**config.mk**
```make
export PLATFORM = sky130hd
export DESIGN_NAME = local_mem_arb
export DESIGN_NICKNAME = d
export VERILOG_FILES = /design/src/rtl/lmem_pkg.sv /design/src/rtl/local_mem_arb_rr_pick.sv /design/src/rtl/local_mem_arb.sv
export SDC_FILE = /design/constraint.sdc
export NUM_CORES = 1
export LEC_CHECK = 0
export BUFFER_PORTS_ARGS = -buffer_cell sky130_fd_sc_hd__buf_4
export CELL_PAD_IN_SITES_DETAIL_PLACEMENT = 1
export CELL_PAD_IN_SITES_GLOBAL_PLACEMENT = 1
export CORE_AREA = 3 3 355 357
export CTS_CLUSTER_DIAMETER = 80
export CTS_CLUSTER_SIZE = 40
export DETAILED_ROUTE_END_ITERATION = 10
export DIE_AREA = 0 0 358 360
export MAX_ROUTING_LAYER = met4
export PLACE_DENSITY_LB_ADDON = 0.1
export SYNTH_ARGS = -nofsm -noshare
export SYNTH_HDL_FRONTEND = slang
export SYNTH_SLANG_ARGS = --single-unit
```
**constraint.sdc**
```tcl
create_clock -name clk -period 6.55 [get_ports clk]
set_input_delay 0.655 -clock clk [delete_from_list [all_inputs] [get_ports clk]]
set_output_delay 0.655 -clock clk [all_outputs]
set_load 0.01 [all_outputs]
```
**src/rtl/lmem_pkg.sv**
```systemverilog
`default_nettype none
// ---------------------------------------------------------------------------
// Module  : lmem_pkg
// Purpose : Shared types and widths for the local memory arbiter.
// Revision: 1.0 - initial release
// ---------------------------------------------------------------------------
package lmem_pkg;

  // Arbiter lock state: IDLE arbitrates round-robin, LOCKED serves one owner.
  typedef enum logic [0:0] {
    IDLE   = 1'b0,
    LOCKED = 1'b1
  } arb_state_e;

  localparam int LMEM_DATA_W = 128;
  localparam int LMEM_ADDR_W = 32;

endpackage : lmem_pkg
`default_nettype wire

```
**src/rtl/local_mem_arb_rr_pick.sv**
```systemverilog
`default_nettype none
// ---------------------------------------------------------------------------
// Module  : rr_pick
// Purpose : Combinational round-robin picker. The port indexed by i_ptr has
//           the highest priority, then i_ptr+1, wrapping around.
// Revision: 1.0 - initial release
// ---------------------------------------------------------------------------
module rr_pick #(
  parameter int NUM_PORTS = 3,
  parameter int PTR_W     = (NUM_PORTS > 1) ? $clog2(NUM_PORTS) : 1
) (
  input  logic [NUM_PORTS-1:0] i_req,
  input  logic [PTR_W-1:0]     i_ptr,
  output logic [NUM_PORTS-1:0] o_grant
);

  int   w_idx;
  logic w_found;

  // Walk the ports starting at the pointer and grant the first requester.
  always_comb begin
    o_grant = '0;
    w_found = 1'b0;
    w_idx   = 0;
    for (int i = 0; i < NUM_PORTS; i++) begin
      w_idx = (int'(i_ptr) + i) % NUM_PORTS;
      if (!w_found && i_req[w_idx]) begin
        o_grant[w_idx] = 1'b1;
        w_found        = 1'b1;
      end
    end
  end

endmodule : rr_pick
`default_nettype wire

```
**src/rtl/local_mem_arb.sv**
```systemverilog
`default_nettype none
// ---------------------------------------------------------------------------
// Module  : local_mem_arb
// Purpose : Arbitrates NUM_PORTS requesters onto a single banked local
//           memory port. Round-robin with an optional bounded lock, and
//           1-cycle read responses routed back to the issuing port.
// Revision: 1.0 - initial release
// ---------------------------------------------------------------------------
module local_mem_arb
  import lmem_pkg::*;
#(
  parameter int NUM_PORTS      = 3,
  parameter int MAX_LOCK_BEATS = 16
) (
  input  logic                             clk,
  input  logic                             rst,
  input  logic [NUM_PORTS-1:0]             req_valid,
  output logic [NUM_PORTS-1:0]             req_ready,
  input  logic [NUM_PORTS-1:0]             req_lock,
  input  logic [NUM_PORTS-1:0]             req_we,
  input  logic [NUM_PORTS-1:0]             req_is_vector,
  input  logic [2*NUM_PORTS-1:0]           req_bank_sel,
  input  logic [LMEM_ADDR_W*NUM_PORTS-1:0] req_addr,
  input  logic [LMEM_DATA_W*NUM_PORTS-1:0] req_wdata,
  output logic [NUM_PORTS-1:0]             resp_valid,
  output logic [LMEM_DATA_W-1:0]           resp_rdata,
  output logic                             mem_req_valid,
  output logic                             mem_req_we,
  output logic                             mem_req_is_vector,
  output logic [1:0]                       mem_req_bank_sel,
  output logic [LMEM_ADDR_W-1:0]           mem_req_addr,
  output logic [LMEM_DATA_W-1:0]           mem_req_wdata,
  input  logic [LMEM_DATA_W-1:0]           mem_resp_rdata
);

  localparam int                 c_PTR_W     = (NUM_PORTS > 1) ? $clog2(NUM_PORTS) : 1;
  localparam int                 c_CNT_W     = $clog2(MAX_LOCK_BEATS + 1);
  localparam logic [c_PTR_W-1:0] c_LAST_PORT = c_PTR_W'(NUM_PORTS - 1);
  localparam logic [c_CNT_W-1:0] c_LAST_BEAT = c_CNT_W'(MAX_LOCK_BEATS - 1);

  arb_state_e           r_state;
  logic [c_PTR_W-1:0]   r_owner;
  logic [c_CNT_W-1:0]   r_beat_cnt;
  logic [c_PTR_W-1:0]   r_ptr;
  logic                 r_rd_pend;
  logic [c_PTR_W-1:0]   r_rd_owner;

  logic [NUM_PORTS-1:0] w_pick;
  logic [NUM_PORTS-1:0] w_owner_oh;
  logic [c_PTR_W-1:0]   w_gnt_idx;
  logic                 w_fire;

  // Pointer value that puts the port after p at the head of the rotation.
  function automatic logic [c_PTR_W-1:0] f_next(input logic [c_PTR_W-1:0] p);
    return (p == c_LAST_PORT) ? '0 : p + 1'b1;
  endfunction

  rr_pick #(
    .NUM_PORTS (NUM_PORTS),
    .PTR_W     (c_PTR_W)
  ) u_rr_pick (
    .i_req   (req_valid),
    .i_ptr   (r_ptr),
    .o_grant (w_pick)
  );

  // Grant: round-robin pick when idle, only a valid owner while locked.
  always_comb begin
    w_owner_oh          = '0;
    w_owner_oh[r_owner] = 1'b1;
    if (rst) begin
      req_ready = '0;
    end else if (r_state == LOCKED) begin
      req_ready = w_owner_oh & req_valid;
    end else begin
      req_ready = w_pick;
    end
  end

  // Encode the one-hot grant and steer the winner's fields to memory.
  always_comb begin
    w_gnt_idx = '0;
    for (int i = 0; i < NUM_PORTS; i++) begin
      if (req_ready[i]) begin
        w_gnt_idx = c_PTR_W'(i);
      end
    end
    w_fire            = |(req_valid & req_ready);
    mem_req_valid     = w_fire;
    mem_req_we        = req_we[w_gnt_idx];
    mem_req_is_vector = req_is_vector[w_gnt_idx];
    mem_req_bank_sel  = req_bank_sel[w_gnt_idx*2 +: 2];
    mem_req_addr      = req_addr[w_gnt_idx*LMEM_ADDR_W +: LMEM_ADDR_W];
    mem_req_wdata     = req_wdata[w_gnt_idx*LMEM_DATA_W +: LMEM_DATA_W];
  end

  // Lock FSM and round-robin pointer; the pointer only moves on an idle
  // transfer or when a lock is released (voluntarily or at the beat cap).
  always_ff @(posedge clk or posedge rst) begin
    if (rst) begin
      r_state    <= IDLE;
      r_owner    <= '0;
      r_beat_cnt <= '0;
      r_ptr      <= '0;
    end else begin
      case (r_state)
        IDLE: begin
          if (w_fire) begin
            r_ptr <= f_next(w_gnt_idx);
            if (req_lock[w_gnt_idx] && (MAX_LOCK_BEATS > 1)) begin
              r_state    <= LOCKED;
              r_owner    <= w_gnt_idx;
              r_beat_cnt <= c_CNT_W'(1);
            end
          end
        end
        LOCKED: begin
          if (w_fire) begin
            if (!req_lock[r_owner] || (r_beat_cnt == c_LAST_BEAT)) begin
              r_state    <= IDLE;
              r_ptr      <= f_next(r_owner);
              r_beat_cnt <= '0;
            end else begin
              r_beat_cnt <= r_beat_cnt + 1'b1;
            end
          end
        end
        default: r_state <= IDLE;
      endcase
    end
  end

  // Remember who issued a read so its data can be routed next cycle.
  always_ff @(posedge clk or posedge rst) begin
    if (rst) begin
      r_rd_pend  <= 1'b0;
      r_rd_owner <= '0;
    end else begin
      r_rd_pend <= w_fire && !mem_req_we;
      if (w_fire) begin
        r_rd_owner <= w_gnt_idx;
      end
    end
  end

  // Strobe the read owner; data comes straight from the memory.
  always_comb begin
    resp_valid = '0;
    if (r_rd_pend) begin
      resp_valid[r_rd_owner] = 1'b1;
    end
  end

  assign resp_rdata = mem_resp_rdata;

endmodule : local_mem_arb
`default_nettype wire

```
=== After elaboration in Yosys (flattened, before gate mapping) ===
Cells that the tools add are included.

* Output and inout bits: 299
* Input port bits: 628
* Register bits after elaboration: 13
* Logic and storage cells: 110

* Divide/modulo/power cells: 3
* Muxes and demuxes: 53
* Add/sub/neg operators: 5
* Shift-type cells: 3
* Eq/ne operators: 7
* Reduce and logical (&&, ||, !) cells: 17
* Magnitude comparators: 11
* Bitwise operators: 5

{| class="wikitable"
|+ Operators with widths
! operator !! count
|-
| $shiftx A384 B10 Y128 || 1
|-
| $ge A32 B1 Y1 const B || 3
|-
| $lt A32 B4 Y1 const B || 3
|-
| $shiftx A96 B8 Y32 || 1
|-
| $mod A32 B3 Y32 const B || 2
|-
| $mod A3 B3 Y32 const B || 1
|-
| $mux W1 || 22
|-
| $mux W5 || 4
|-
| $mux W3 || 6
|-
| $bmux W1 S2 || 7
|-
| $mux W2 || 6
|-
| $demux W1 S2 || 5
|-
| $pmux W5 S2 || 1
|-
| $lt A2 B3 Y1 const B || 3
|-
| $reduce_and A3 Y1 || 3
|-
| $logic_and A1 B1 Y1 || 8
|-
| $and A3 B3 Y3 || 2
|-
| $or A3 B3 Y3 || 2
|-
| $shiftx A6 B4 Y2 || 1
|-
| $add A5 B1 Y5 const B || 1
|-
| $eq A5 B4 Y1 const B || 1
|-
| $add A2 B1 Y2 const B || 2
|-
| $eq A2 B2 Y1 const B || 2
|-
| $ge A2 B1 Y1 const B || 2
|-
| other kinds (10) || 15
|}

=== Longest topological paths before layout ===
* Depth in word-level cells: 20
* Mapped depth: 13
* Gate-level depth less buffers: 10

=== Hierarchy ===
Synthesis repeated with hierarchy kept, for this count alone.

* Cell total of the unflattened synthesis: 808
* Area total of the unflattened synthesis: 5,610.4 sq um

{| class="wikitable"
|+ Modules (own cells, without submodules)
! module !! area each (sq um) !! cells each !! seq. area each (sq um) !! instances
|-
| local_mem_arb || 5,345.1 || 773 || 325.3 || 1
|-
| rr_pick || 265.3 || 35 || 0.0 || 1
|}

=== Worst setup path before layout ===
OpenSTA, ideal clock, no wires.

* Path kind: input -> output
* From: in req_valid[2]
* To: out mem_req_addr[16]
* Path slack: 3,466 ps
* Stages on the path: 11
* Path buffers: 4
* Data arrival time: 2,429 ps
* Cells stage by stage: buf_4 and2_1 o41ai_2 nand4_1 and2_1 buf_4 inv_4 buf_4 buf_2 nand2_1 a31oi_1

* Cells in the longest elaborated chain, start to end: 15
* Elaborated cells between the ends (all ways): 26
* Classes of those cells: shift: 1; mux: 18; bitwise: 3; reduce/logical: 4

{| class="wikitable"
|+ RTL lines
! element !! line !! RTL
|-
| start: declaration || local_mem_arb.sv:17 || <nowiki>input logic [NUM_PORTS-1:0] req_valid,</nowiki>
|-
| $bmux W1 S2 || local_mem_arb_rr_pick.sv:27 || <nowiki>if (!w_found && i_req[w_idx]) begin</nowiki>
|-
| $mux W1 (not written as such) (2 in a row) || local_mem_arb_rr_pick.sv:27 ||
|-
| $mux W1 || local_mem_arb_rr_pick.sv:27 ||
|-
| $logic_not A1 Y1 || local_mem_arb_rr_pick.sv:27 ||
|-
| $logic_and A1 B1 Y1 || local_mem_arb_rr_pick.sv:27 ||
|-
| $mux W1 || local_mem_arb_rr_pick.sv:27 ||
|-
| $logic_not A1 Y1 || local_mem_arb_rr_pick.sv:27 ||
|-
| $logic_and A1 B1 Y1 || local_mem_arb_rr_pick.sv:27 ||
|-
| $mux W3 || local_mem_arb_rr_pick.sv:27 ||
|-
| $mux W3 (*) || local_mem_arb.sv:73 || <nowiki>end else if (r_state == LOCKED) begin</nowiki>
|-
| $mux W3 (*) || local_mem_arb.sv:71 || <nowiki>if (rst) begin</nowiki>
|-
| $mux W1 || local_mem_arb.sv:84 || <nowiki>if (req_ready[i]) begin</nowiki>
|-
| $mux W2 (*) || local_mem_arb.sv:84 ||
|-
| $shiftx A96 B8 Y32 (*) || local_mem_arb.sv:93 || <nowiki>mem_req_addr = req_addr[w_gnt_idx*LMEM_ADDR_W +: LMEM_ADDR_W];</nowiki>
|-
| end: declaration || local_mem_arb.sv:31 || <nowiki>output logic [LMEM_ADDR_W-1:0] mem_req_addr,</nowiki>
|}

Every way passes the cells marked *; elsewhere a longest branch is shown, timed or not. The select of a mux whose other input is x is not followed.

=== Final worst setup path ===
* From: reg r_ptr[0]
* To: out mem_req_wdata[75]

* Cells in the longest elaborated chain, start to end: 16
* Elaborated cells between the ends (all ways): 45
* Classes of those cells: add/sub: 2; div: 3; order compare: 6; shift: 1; mux: 24; bitwise: 2; reduce/logical: 7

{| class="wikitable"
|+ RTL lines
! element !! line !! RTL
|-
| start: declaration || local_mem_arb.sv:44 || <nowiki>logic [c_PTR_W-1:0] r_ptr;</nowiki>
|-
| start signal: assignment || local_mem_arb.sv:109 || <nowiki>r_ptr <= f_next(w_gnt_idx);</nowiki>
|-
| start signal: assignment || local_mem_arb.sv:121 || <nowiki>r_ptr <= f_next(r_owner);</nowiki>
|-
| branches (longest 10 deep; another with $mod A32 B3 Y32) || n/a ||
|-
| $mux W3 (*) || local_mem_arb_rr_pick.sv:27 ||
|-
| $mux W3 (*) || local_mem_arb.sv:73 ||
|-
| $mux W3 (*) || local_mem_arb.sv:71 ||
|-
| $mux W1 || local_mem_arb.sv:84 ||
|-
| $mux W2 (*) || local_mem_arb.sv:84 ||
|-
| $shiftx A384 B10 Y128 (*) || local_mem_arb.sv:94 || <nowiki>mem_req_wdata = req_wdata[w_gnt_idx*LMEM_DATA_W +: LMEM_DATA_W];</nowiki>
|-
| end: declaration || local_mem_arb.sv:32 || <nowiki>output logic [LMEM_DATA_W-1:0] mem_req_wdata,</nowiki>
|}

Every way passes the cells marked *. The select of a mux whose other input is x is not followed.

==> run_results.csv <==
group,metric,value,unit
sta,finalCriticalPeriod,4549,ps
synthesis,async_reset_ff_share,100.0,%
clocking,post_cts_buffers,0,
clocking,cts-root-buf,"clkbuf_16",
sta,finalHoldViolCount,0,
layout,fillCellCount,15080,
setup_path,crit_type,"reg -> out",
sta,worst_pin_slew,820.7,ps
clocking,clk_pin_slew_worst_paths,50,ps
setup_path,required,5890,ps
power,power_density,301.2,mW/mm^2
clocking,clk_latency,250,ps
power,peakVddDrop,0.0001717,V
clocking,cts_made_buffers,3,
setup_path,path_delay_family,"buffers and inverters",
synthesis,ys_warn_count,0,
detailed_routing,drt_wl_total,57680,um
sta,setup_viol,0,
layout,final_nets,2099,
setup_path,arrival,3890,ps
status,outcome,"finished, final reports clean",
setup_path,r2r_start,"r_ptr[0]$_DFFE_PP0P_",
detailed_routing,drtIter0Drc,223,
synthesis,synth_edf_count,0,
layout,seqCellArea,325.3,um^2
placed_design,dp_hpwl,48820,um
synthesis,synth_cells,988,
detailed_routing,postRouteAntennaNets,0,
sta,finalClockSkew,2.427,ps
clocking,cts_resized,0,
setup_path,startpoint,"r_ptr[0]$_DFFE_PP0P_",
synthesis,synth_nets,1622,
sta,fmax,219.9,MHz
worst_hold_path,hold_start,"r_beat_cnt[4]$_DFFE_PP0P_",
clocking,cts_hold_buf,0,
flow_run,maxCapViolations,0,
synthesis,syn_avg_cell_area,5.433,um^2
clocking,cts.sinks,13,
clocking,clock_path_buffers,2,
setup_path,cp_cell_sequence,"inv_1 -> ha_1 -> mux2i_1 -> o32a_1 -> nand4_1 -> and2_4 -> inv_6 -> buf_12 -> nand2_1 -> a31oi_1 -> buf_4",
power,total_power,3.412,mW
sta,slew_headroom,45.28,%
sta,finalSetupTns,0,ps
layout,multi_input_area,0.003638,mm^2
layout,drive_gt1_share,47.61,%
detailed_routing,viasPerCell,2.824,
placed_design,dp_slack,2130,ps
setup_path,slowest_stage,"inv_6",
synthesis,synth.cell_area,0.005368,mm^2
sta,grt_setup_unrepaired,"false",
layout,mostFrequentLayoutCell,"buf_4",
global_route,antenna_found_initial,7,
global_route,globalRouteTotalUtil,8.534,%
synthesis,synthFlopType,"dfrtp_1",
layout,area_growth,111.0,%
synthesis,ys_types,54,
global_route,grt_pass1_wl,76860,um
setup_path,crit_fanout,72,
layout,final_cell_mix,"buf_4 (674), nand2_1 (331), nor2_1 (173)",
worst_hold_path,hp-class,"reg -> reg",
die,fp-row-count,129,
placed_design,placed_area,0.01124,mm^2
synthesis,synth_seq_area_share,6.061,%
die,die_y,360,um
setup_path,start_kind,"flop",
die,core,0.1233,mm^2
die,dieWidth,358,um
setup_path,max_stage_delay,540,ps
sta,fin_ws,2002,ps
clocking,htreeDepth,1,
placed_design,io_buffers,670,
detailed_routing,wl_per_cell,18.58,um
placed_design,gp_congestion,0.8016,
sta,post-route-period-util,69.44,%
detailed_routing,vias,8769,
global_route,grt_pass1_vias,9652,
global_route,overflow,0,
layout,fin_area,0.01133,mm^2
detailed_routing,post-route-drc-count,0,
detailed_routing,dr.pass1.iters,4,
synthesis,synth_seq_cells,13,
setup_path,cp-end-kind,"output pin",
power,leakagePower,5.205,nW
clocking,cts_tree,"done",
die,initial_core_util,4.353,%
die,io_pins,927,
die,die_area,0.1289,mm^2
global_route,grt_max_degree,124,
sta,slew_violations,0,
setup_path,worst-path-buf-inv,4,
-- per-layer routing --
layer / global-route usage, % / wire [um] / vias to the layer above
li1: - / - / 4141
met1: 8.324 / 19730 / 4038
met2: 15.48 / 29390 / 496
met3: 3.197 / 6491 / 94
met4: 2.755 / 2070 / 0
met5: - / 0 / -
-- report_power, final --
part	internal (mW)	leakage (nW)	total (mW)	switching, mW
Clock	0.0816	0.0409	0.120	0.0388
Sequential	0.111	0.172	0.151	0.0398
Combinational	1.34	4.99	3.14	1.80
-- cell type report --
class,instances,share of cell area (%)
Timing Repair Buffer,679,45.55
Multi-Input combinational cell,752,32.12
Tap cell,1637,18.08
Sequential cell,13,2.872
Clock buffer,3,0.6628
Inverter,16,0.5744
Antenna cell,4,0.08837
Clock inverter,1,0.04418
-- sequential cells by signal, summed over array words and instances (netlist names) --
register and cells:
r_state 1, r_rd_owner 2, r_owner 2, r_rd_pend 1
r_ptr 2, r_beat_cnt 5
-- stage by stage --
stage               util, %  cells  hold slack (ps)
global route          9.180   3102            525.9
floorplan                 -    988            458.1
detailed placement    9.113   3097            476.9
finish                9.186   3105            487.2
global placement      9.113   3097            477.0
CTS                   9.178   3101            489.4
-- worst register-to-register path: stages (launching register included) --
cell and delay (ps):
dfrtp_1 360, inv_1 80, ha_1 470, and4b_1 290, a221oi_1 280, o21ai_1 240
o21ai_4 380, buf_12 340, a31oi_1 350, a2bb2oi_2 210, mux2_1 330
-- final timing paths --
| check | endpoint | slack (ps) | cells after the start |
|---|---|---|---|
| min reg2reg | r_beat_cnt[4]$_DFFE_PP0P_ | 490 | 1 |
| min | r_beat_cnt[4]$_DFFE_PP0P_ | 490 | 1 |
| max reg2reg | r_beat_cnt[1]$_DFFE_PP0P_ | 3090 | 10 |
| max in group asynchronous | r_beat_cnt[2]$_DFFE_PP0P_ | 5530 | 2 |
| max | mem_req_wdata[75] | 2000 | 11 |
| min in group asynchronous | r_owner[1]$_DFFE_PP0P_ | 570 | 2 |
-- cell usage after synthesis (2+ instances only) --
master       n  area [um^2]
nor2_1     173        649.4
a2111oi_0    2        17.52
nor3b_1      2        15.01
a211o_1      3        26.28
o2bb2ai_1    2        17.52
and3_1       3        18.77
buf_2       51        255.2
clkbuf_1    19        71.32
nand2b_1     2        12.51
buf_1        2        7.510
mux2_1       4        45.04
a31o_2       2        17.52
a221oi_1     2        17.52
nand2_1    331         1242
a21oi_1      3        15.01
nor2b_1      3        18.77
inv_1       14        52.55
nand3b_1     2        15.01
nor3_1       2        10.01
a31oi_1    169         1057
dfrtp_1     13        325.3
nand3_1      4        20.02
or3_1        2        12.51
and2_1       4        25.02
ha_1         6        75.07
mux2i_1      7        70.07
buf_4      134         1006
-- cells by family (layout without fill, tap and decap cells) --
| group | Yosys count | count (layout) | synth area share (%) |
|---|---|---|---|
| buffers and inverters | 223 | 699 | 26.34 |
| other | 0 | 4 | 0 |
| muxes | 11 | 11 | 2.145 |
| DFF | 13 | 13 | 6.061 |
| AOI/OAI and AO/OA | 201 | 201 | 25.15 |
| and+or+nand+nor | 534 | 534 | 38.90 |
| adders and majority gates | 6 | 6 | 1.399 |
Power figures use the tool's default switching activity.
